File: src/rtl/gray_frame_sequencer_if.sv
// Tagged grayscale pixel stream toward the window stage; a beat moves when valid & ready.
interface gray_frame_sequencer_if;
  logic        valid;
  logic        ready;
  logic [11:0] data;
  logic        sof;
  logic        eol;
  logic        eof;

  modport master (output valid, data, sof, eol, eof, input ready);
  modport slave  (input valid, data, sof, eol, eof, output ready);
endinterface

File: src/rtl/gray_frame_sequencer.sv
// Raster-reads one frame, feeds the grayscale converter and streams tagged results; start to first valid is 4 cycles.
// Reads are credit-gated against FIFO occupancy plus in-flight pixels, so downstream stalls never drop a converter result.
module gray_frame_sequencer #(
  parameter int IMG_W      = 320,
  parameter int IMG_H      = 240,
  parameter int ADDR_W     = 17,
  parameter int FIFO_DEPTH = 4
) (
  input  logic                  CLK,
  input  logic                  RST,
  input  logic                  i_start,
  output logic                  o_busy,
  output logic                  o_done,
  output logic                  o_rd_en,
  output logic [ADDR_W-1:0]     o_rd_addr,
  input  logic [11:0]           i_rd_data,
  output logic                  o_cvt_valid,
  output logic [11:0]           o_cvt_data,
  input  logic                  i_cvt_valid,
  input  logic [11:0]           i_cvt_data,
  gray_frame_sequencer_if.master stream
);
  localparam int XW = $clog2(IMG_W);
  localparam int YW = $clog2(IMG_H);
  localparam int PW = $clog2(FIFO_DEPTH);
  localparam int CW = PW + 1;
  localparam logic [XW-1:0] X_LAST = XW'(IMG_W - 1);
  localparam logic [YW-1:0] Y_LAST = YW'(IMG_H - 1);

  typedef enum logic [1:0] {IDLE, RUN, DRAIN} state_t;
  state_t state, state_nxt;

  logic [XW-1:0]     x;
  logic [YW-1:0]     y;
  logic [ADDR_W-1:0] addr;
  logic              last_pix;
  logic              credit_ok;
  logic              drain_done;
  logic              stg1_vld, stg2_vld;
  logic [2:0]        stg1_tag, stg2_tag;   // {sof, eol, eof} travelling beside the pixel
  logic [CW:0]       used;

  logic [14:0]       fifo_mem [FIFO_DEPTH];
  logic [PW-1:0]     wr_ptr, rd_ptr;
  logic [CW-1:0]     fifo_cnt;
  logic              fifo_empty, fifo_full;
  logic              push, pop, wr, rd;
  logic [14:0]       head;

  assign last_pix  = (x == X_LAST) && (y == Y_LAST);
  assign used      = {1'b0, fifo_cnt} + {{CW{1'b0}}, stg1_vld} + {{CW{1'b0}}, stg2_vld};
  assign credit_ok = (used < (CW+1)'(FIFO_DEPTH));
  // Frame is finished when nothing is in flight and the last buffered pixel leaves this cycle.
  assign drain_done = !stg1_vld && !stg2_vld &&
                      (fifo_empty || ((fifo_cnt == CW'(1)) && pop));

  always_comb begin
    state_nxt = state;
    o_rd_en   = 1'b0;
    case (state)
      IDLE: begin
        if (i_start) state_nxt = RUN;
      end
      RUN: begin
        o_rd_en = credit_ok;
        if (credit_ok && last_pix) state_nxt = DRAIN;
      end
      DRAIN: begin
        if (drain_done) state_nxt = IDLE;
      end
      default: state_nxt = IDLE;
    endcase
  end

  always_ff @(posedge CLK) begin
    if (!RST) begin
      state  <= IDLE;
      o_busy <= 1'b0;
      o_done <= 1'b0;
    end else begin
      state  <= state_nxt;
      o_busy <= (state_nxt != IDLE);
      o_done <= (state == DRAIN) && (state_nxt == IDLE);
    end
  end

  always_ff @(posedge CLK) begin
    if (!RST) begin
      x        <= '0;
      y        <= '0;
      addr     <= '0;
      stg1_vld <= 1'b0;
      stg2_vld <= 1'b0;
      stg1_tag <= '0;
      stg2_tag <= '0;
    end else begin
      stg1_vld <= o_rd_en;
      stg2_vld <= stg1_vld;
      stg2_tag <= stg1_tag;
      if (o_rd_en)
        stg1_tag <= {(x == '0) && (y == '0), x == X_LAST, last_pix};
      if (state == IDLE && i_start) begin
        x    <= '0;
        y    <= '0;
        addr <= '0;
      end else if (o_rd_en) begin
        addr <= addr + 1'b1;
        if (x == X_LAST) begin
          x <= '0;
          y <= y + 1'b1;
        end else begin
          x <= x + 1'b1;
        end
      end
    end
  end

  assign o_rd_addr   = addr;
  assign o_cvt_valid = stg1_vld;
  assign o_cvt_data  = stg1_vld ? i_rd_data : '0;

  // Converter results are accepted only when a read we issued is due at stage 2.
  assign push       = stg2_vld && i_cvt_valid;
  assign pop        = stream.valid && stream.ready;
  assign fifo_empty = (fifo_cnt == '0);
  assign fifo_full  = (fifo_cnt == CW'(FIFO_DEPTH));
  assign rd         = pop && !fifo_empty;
  assign wr         = push && (!fifo_full || rd);
  assign head       = fifo_mem[rd_ptr];

  always_ff @(posedge CLK) begin
    if (wr) fifo_mem[wr_ptr] <= {stg2_tag, i_cvt_data};
  end

  always_ff @(posedge CLK) begin
    if (!RST) begin
      wr_ptr   <= '0;
      rd_ptr   <= '0;
      fifo_cnt <= '0;
    end else begin
      if (wr) wr_ptr <= wr_ptr + 1'b1;
      if (rd) rd_ptr <= rd_ptr + 1'b1;
      if (wr && !rd)
        fifo_cnt <= fifo_cnt + 1'b1;
      else if (rd && !wr)
        fifo_cnt <= fifo_cnt - 1'b1;
    end
  end

  assign stream.valid = !fifo_empty;
  assign stream.data  = fifo_empty ? '0 : head[11:0];
  assign stream.sof   = !fifo_empty && head[14];
  assign stream.eol   = !fifo_empty && head[13];
  assign stream.eof   = !fifo_empty && head[12];

  assert property (@(posedge CLK) disable iff (!RST) !(push && fifo_full && !pop));
endmodule
File: src/flat_wrapper.sv
// flat-port wrapper written by rule: the top's interface ports become plain ports
module gray_frame_sequencer_flat 
#(
  parameter int IMG_W      = 320,
  parameter int IMG_H      = 240,
  parameter int ADDR_W     = 17,
  parameter int FIFO_DEPTH = 4
)
  (CLK, RST, i_start, o_busy, o_done, o_rd_en, o_rd_addr, i_rd_data, o_cvt_valid, o_cvt_data, i_cvt_valid, i_cvt_data, stream_valid, stream_data, stream_sof, stream_eol, stream_eof, stream_ready);
  gray_frame_sequencer_if stream_i ();
  input  logic CLK;
  input  logic RST;
  input  logic i_start;
  output logic o_busy;
  output logic o_done;
  output logic o_rd_en;
  output logic [ADDR_W-1:0] o_rd_addr;
  input  logic [11:0] i_rd_data;
  output logic o_cvt_valid;
  output logic [11:0] o_cvt_data;
  input  logic i_cvt_valid;
  input  logic [11:0] i_cvt_data;
  output wire logic [$bits(stream_i.valid)-1:0] stream_valid;
  output wire logic [$bits(stream_i.data)-1:0] stream_data;
  output wire logic [$bits(stream_i.sof)-1:0] stream_sof;
  output wire logic [$bits(stream_i.eol)-1:0] stream_eol;
  output wire logic [$bits(stream_i.eof)-1:0] stream_eof;
  input wire logic [$bits(stream_i.ready)-1:0] stream_ready;
  assign stream_valid = stream_i.valid;
  assign stream_data = stream_i.data;
  assign stream_sof = stream_i.sof;
  assign stream_eol = stream_i.eol;
  assign stream_eof = stream_i.eof;
  assign stream_i.ready = stream_ready;
  gray_frame_sequencer #(.IMG_W(IMG_W), .IMG_H(IMG_H), .ADDR_W(ADDR_W), .FIFO_DEPTH(FIFO_DEPTH)) u_core (.CLK(CLK), .RST(RST), .i_start(i_start), .o_busy(o_busy), .o_done(o_done), .o_rd_en(o_rd_en), .o_rd_addr(o_rd_addr), .i_rd_data(i_rd_data), .o_cvt_valid(o_cvt_valid), .o_cvt_data(o_cvt_data), .i_cvt_valid(i_cvt_valid), .i_cvt_data(i_cvt_data), .stream(stream_i));
endmodule
File: config.mk
export PLATFORM = sky130hd
export DESIGN_NAME = gray_frame_sequencer_flat
export DESIGN_NICKNAME = d
export VERILOG_FILES = /design/src/rtl/gray_frame_sequencer_if.sv /design/src/rtl/gray_frame_sequencer.sv /design/src/flat_wrapper.sv
export SDC_FILE = /design/constraint.sdc
export NUM_CORES = 1
export LEC_CHECK = 0
export BUFFER_PORTS_ARGS = -buffer_cell sky130_fd_sc_hd__buf_2
export CAP_MARGIN = 10
export CORE_AREA = 2 2 99 101
export DETAILED_ROUTE_END_ITERATION = 8
export DIE_AREA = 0 0 101 103
export GPL_ROUTABILITY_DRIVEN = 1
export PLACE_DENSITY = 0.87
export SKIP_LAST_GASP = 1
export SLEW_MARGIN = 10
export SYNTH_ARGS = -nofsm -noshare
export SYNTH_HDL_FRONTEND = slang
export SYNTH_SLANG_ARGS = --single-unit
File: constraint.sdc
create_clock -name CLK -period 2.9 [get_ports CLK]
set_input_delay 0.435 -clock CLK [delete_from_list [all_inputs] [get_ports CLK]]
set_output_delay 0.435 -clock CLK [all_outputs]
set_load 0.005 [all_outputs]
==> impl_metrics.toml <==
[floorplanning]
core_area_um2 = 9460
pin_count = 78
rows = 36
die_w_um = 101
start_util_pct = 53.1
design.die.area_um2 = 10400
fp.dieH_um = 103

[setup_path]
r2r_end = "u_core.fifo_cnt[2]"
worst_r2r_path_depth = 6
timing.rr.start = "u_core.fifo_cnt[1]"
cp.arrival_ps = 2320
rrSetupSlack_ps = 480
worst_ep_required_time_ps = 2470
crit_fanout = 43
crit_type = "flop to primary output"
startpoint = "u_core.fifo_cnt[0]"
start_kind = "flop"
setup.worst_path.end_class = "primary output"

[clocking]
postCtsSetupBuffers = 0
clk_pin_slew_ps = 50
cts_tree = "done"
insertion_delay_ps = 500
tritoncts.num_buffers = 17
clockBufferDepth = 2
root_buffer = "clkbuf_8"
post_cts_resized = 0
clock-sinks = 115
cts-hold-fix-buffers = 0
cts_htree_levels = 4

[detailed_routing]
drt-pass1-iter-count = 5
num_vias = 3634
drt-wirelength-per-cell_um = 16.0
drc = 0
wl_um = 10100
drt_iter0_markers = 227
ant_nets = 0
via_per_inst = 5.75

[synthesis]
synthAdderAreaFrac_pct = 3.74
synth-seq-cells = 115
synth_area_leaders = "edfxtp_1 36%, dfxtp_1 22%, mux4_2 6.7%"
avgSynthCellArea_um2 = 11.9
yosys.area_share.xor_xnor_pct = 1.57
synthCells = 421
yosysSeqAreaShare_pct = 57.8
synthTopCellsByCount = "60 x edfxtp_1, 55 x dfxtp_1, 36 x and2_1, 31 x a21oi_1, 25 x nand2_1"
synth-main-ff-cell = "edfxtp_1"
synth_edf_count = 60
mappedNetlistArea_um2 = 5020
ys_warn_count = 0
muxShareOfSynthArea_pct = 8.12
yosys.area.top_type = "edfxtp_1"
synth-compound-area-share_pct = 7.87
synth.distinct_cells = 40
synth_top_area_share_pct = 35.9
ys_async_sr_fraction_pct = 0
synth-simple-area-share_pct = 17.7
synth_nets = 465
synth_most_common_cell = "edfxtp_1"
synth_top_family_by_area = "simple AND/OR/NAND/NOR gates"

[timing]
holdWs_ps = 147
skew_ps = 10.7
maxSlewViolCount = 0
setup_ws_ps = 146
fmax_ghz = 0.363
relSlewSlack_pct = 50.4
fin_crit_sh_pct = 95.0
rsz0062_at_grt = "no"
finalHoldViolCount = 0
tns_ps = 0
worst_pin_slew_ps = 737
period_minus_slack_ps = 2750
setup_viol = 0

[placement]
port_buffers = 77
hpwl_um = 6720
place_congestion = 0.848
place_ws_ps = 564

[min_path]
hold_path_depth = 1
min-delay-path-class = "input port to flop"
holdCritStartpoint = "i_cvt_data[0]"
whs_endpoint = "u_core.fifo_mem[2][0]"

[finish]
area_growth_pct = 21.4
n_antenna_cell = 0
drive_above_1_share_pct = 26.3
final_nets = 549

[pwr]
power_density_nw_per_um2 = 770
finalPower_w = 0.00469
peakVddDrop_v = 0.000428
power_leakage_nw = 2.30

[global_routing]
grtUsageTotal_pct = 20.5
grt_max_degree = 44
grt_overflow = 0
antenna_found_initial = 0
grt_pass1_vias = 3503
grt_pass1_wl_um = 16300

[status]
status = "finished, final reports clean"

[flow_run]
drv_cap = 0
final cells by class:
type	instances	area, um^2
Clock buffer	17	414
Tap cell	114	143
Clock inverter	15	159
Multi-Input combinational cell	269	1960
Sequential cell	115	2900
Fill cell	695	3370
Timing Repair Buffer	87	460
Inverter	15	56.3
flip-flops by register name, summed over array words and instances (netlist names), named ones only:
register            count
u_core.fifo_mem        60
u_core.o_rd_addr       17
u_core.x                9
u_core.y                8
u_core.fifo_cnt         3
u_core.stg1_tag         3
u_core.stg2_tag         3
u_core.rd_ptr           2
u_core.state            2
u_core.wr_ptr           2
u_core.o_busy           1
u_core.o_cvt_valid      1
u_core.o_done           1
u_core.stg2_vld         1
cell families after synthesis:
logic type	count (synthesis)
multiplexers	22
AO/OA/AOI/OAI	66
adder cells (fa/ha/maj)	15
buffers and inverters	37
AND/OR/NAND/NOR	157
flip-flops	115
XOR/XNOR	9
critical path, cell delays in order (launching register included):
cell	delay, ps
dfxtp_1	420
ha_1	260
a21o_1	240
a21o_4	360
inv_1	340
buf_2	190
per-stage QoR:
step	utilization (%)	cells	area, um^2
finish	64.4	632	6090
global route	64.4	632	6090
CTS	64.4	632	6090
detailed placement	58.4	600	5520
global placement	58.4	600	5520
floorplan	-	421	5020
placed cells by master (no fill, tap or decap), drive strengths merged, types with 2 or more instances in the layout:
cell,count
buf,87
edfxtp,60
dfxtp,55
and2,36
a21oi,31
nand2,25
inv,18
nand3,17
clkbuf,17
nor2,16
mux4,15
ha,15
or4,14
o21ai,13
or3,12
o31ai,9
clkinv,8
nand4,7
mux2i,7
nor3,6
and3,6
nor4,5
xnor2,5
xor2,4
nand2b,3
nand4b,3
a31oi,2
a2111oi,2
a211oi,2
and4,2
nor2b,2
o211ai,2
bufinv,2
clkinvlp,2
a21o,2
power by group:
group	switching (W)	internal, W	total (W)
Clock	0.000752	0.00123	0.00198
Sequential	0.0000769	0.00177	0.00184
Combinational	0.000427	0.000439	0.000866
Total	0.00126	0.00343	0.00469
how the worst max path moves through the flow:
| stage | endpoint | slack, ps | depth (start not counted) |
|---|---|---|---|
| floorplan | u_core.fifo_cnt[2] | 740 | 7 |
| global route | o_rd_en | 20 | 5 |
| CTS | o_rd_en | 110 | 5 |
| detailed placement | u_core.fifo_mem[2][11] | 560 | 5 |
| finish | o_rd_en | 150 | 5 |
| global placement | u_core.fifo_mem[2][0] | 690 | 5 |
per-layer routing:
metal,part of all wire (%),vias up,track usage (%)
li1,-,1743,-
met1,42,1741,23.7
met2,52,137,36.3
met3,5.3,13,6.51
met4,0.88,0,7.17
met5,0,-,0
Power figures use the tool's default switching activity.
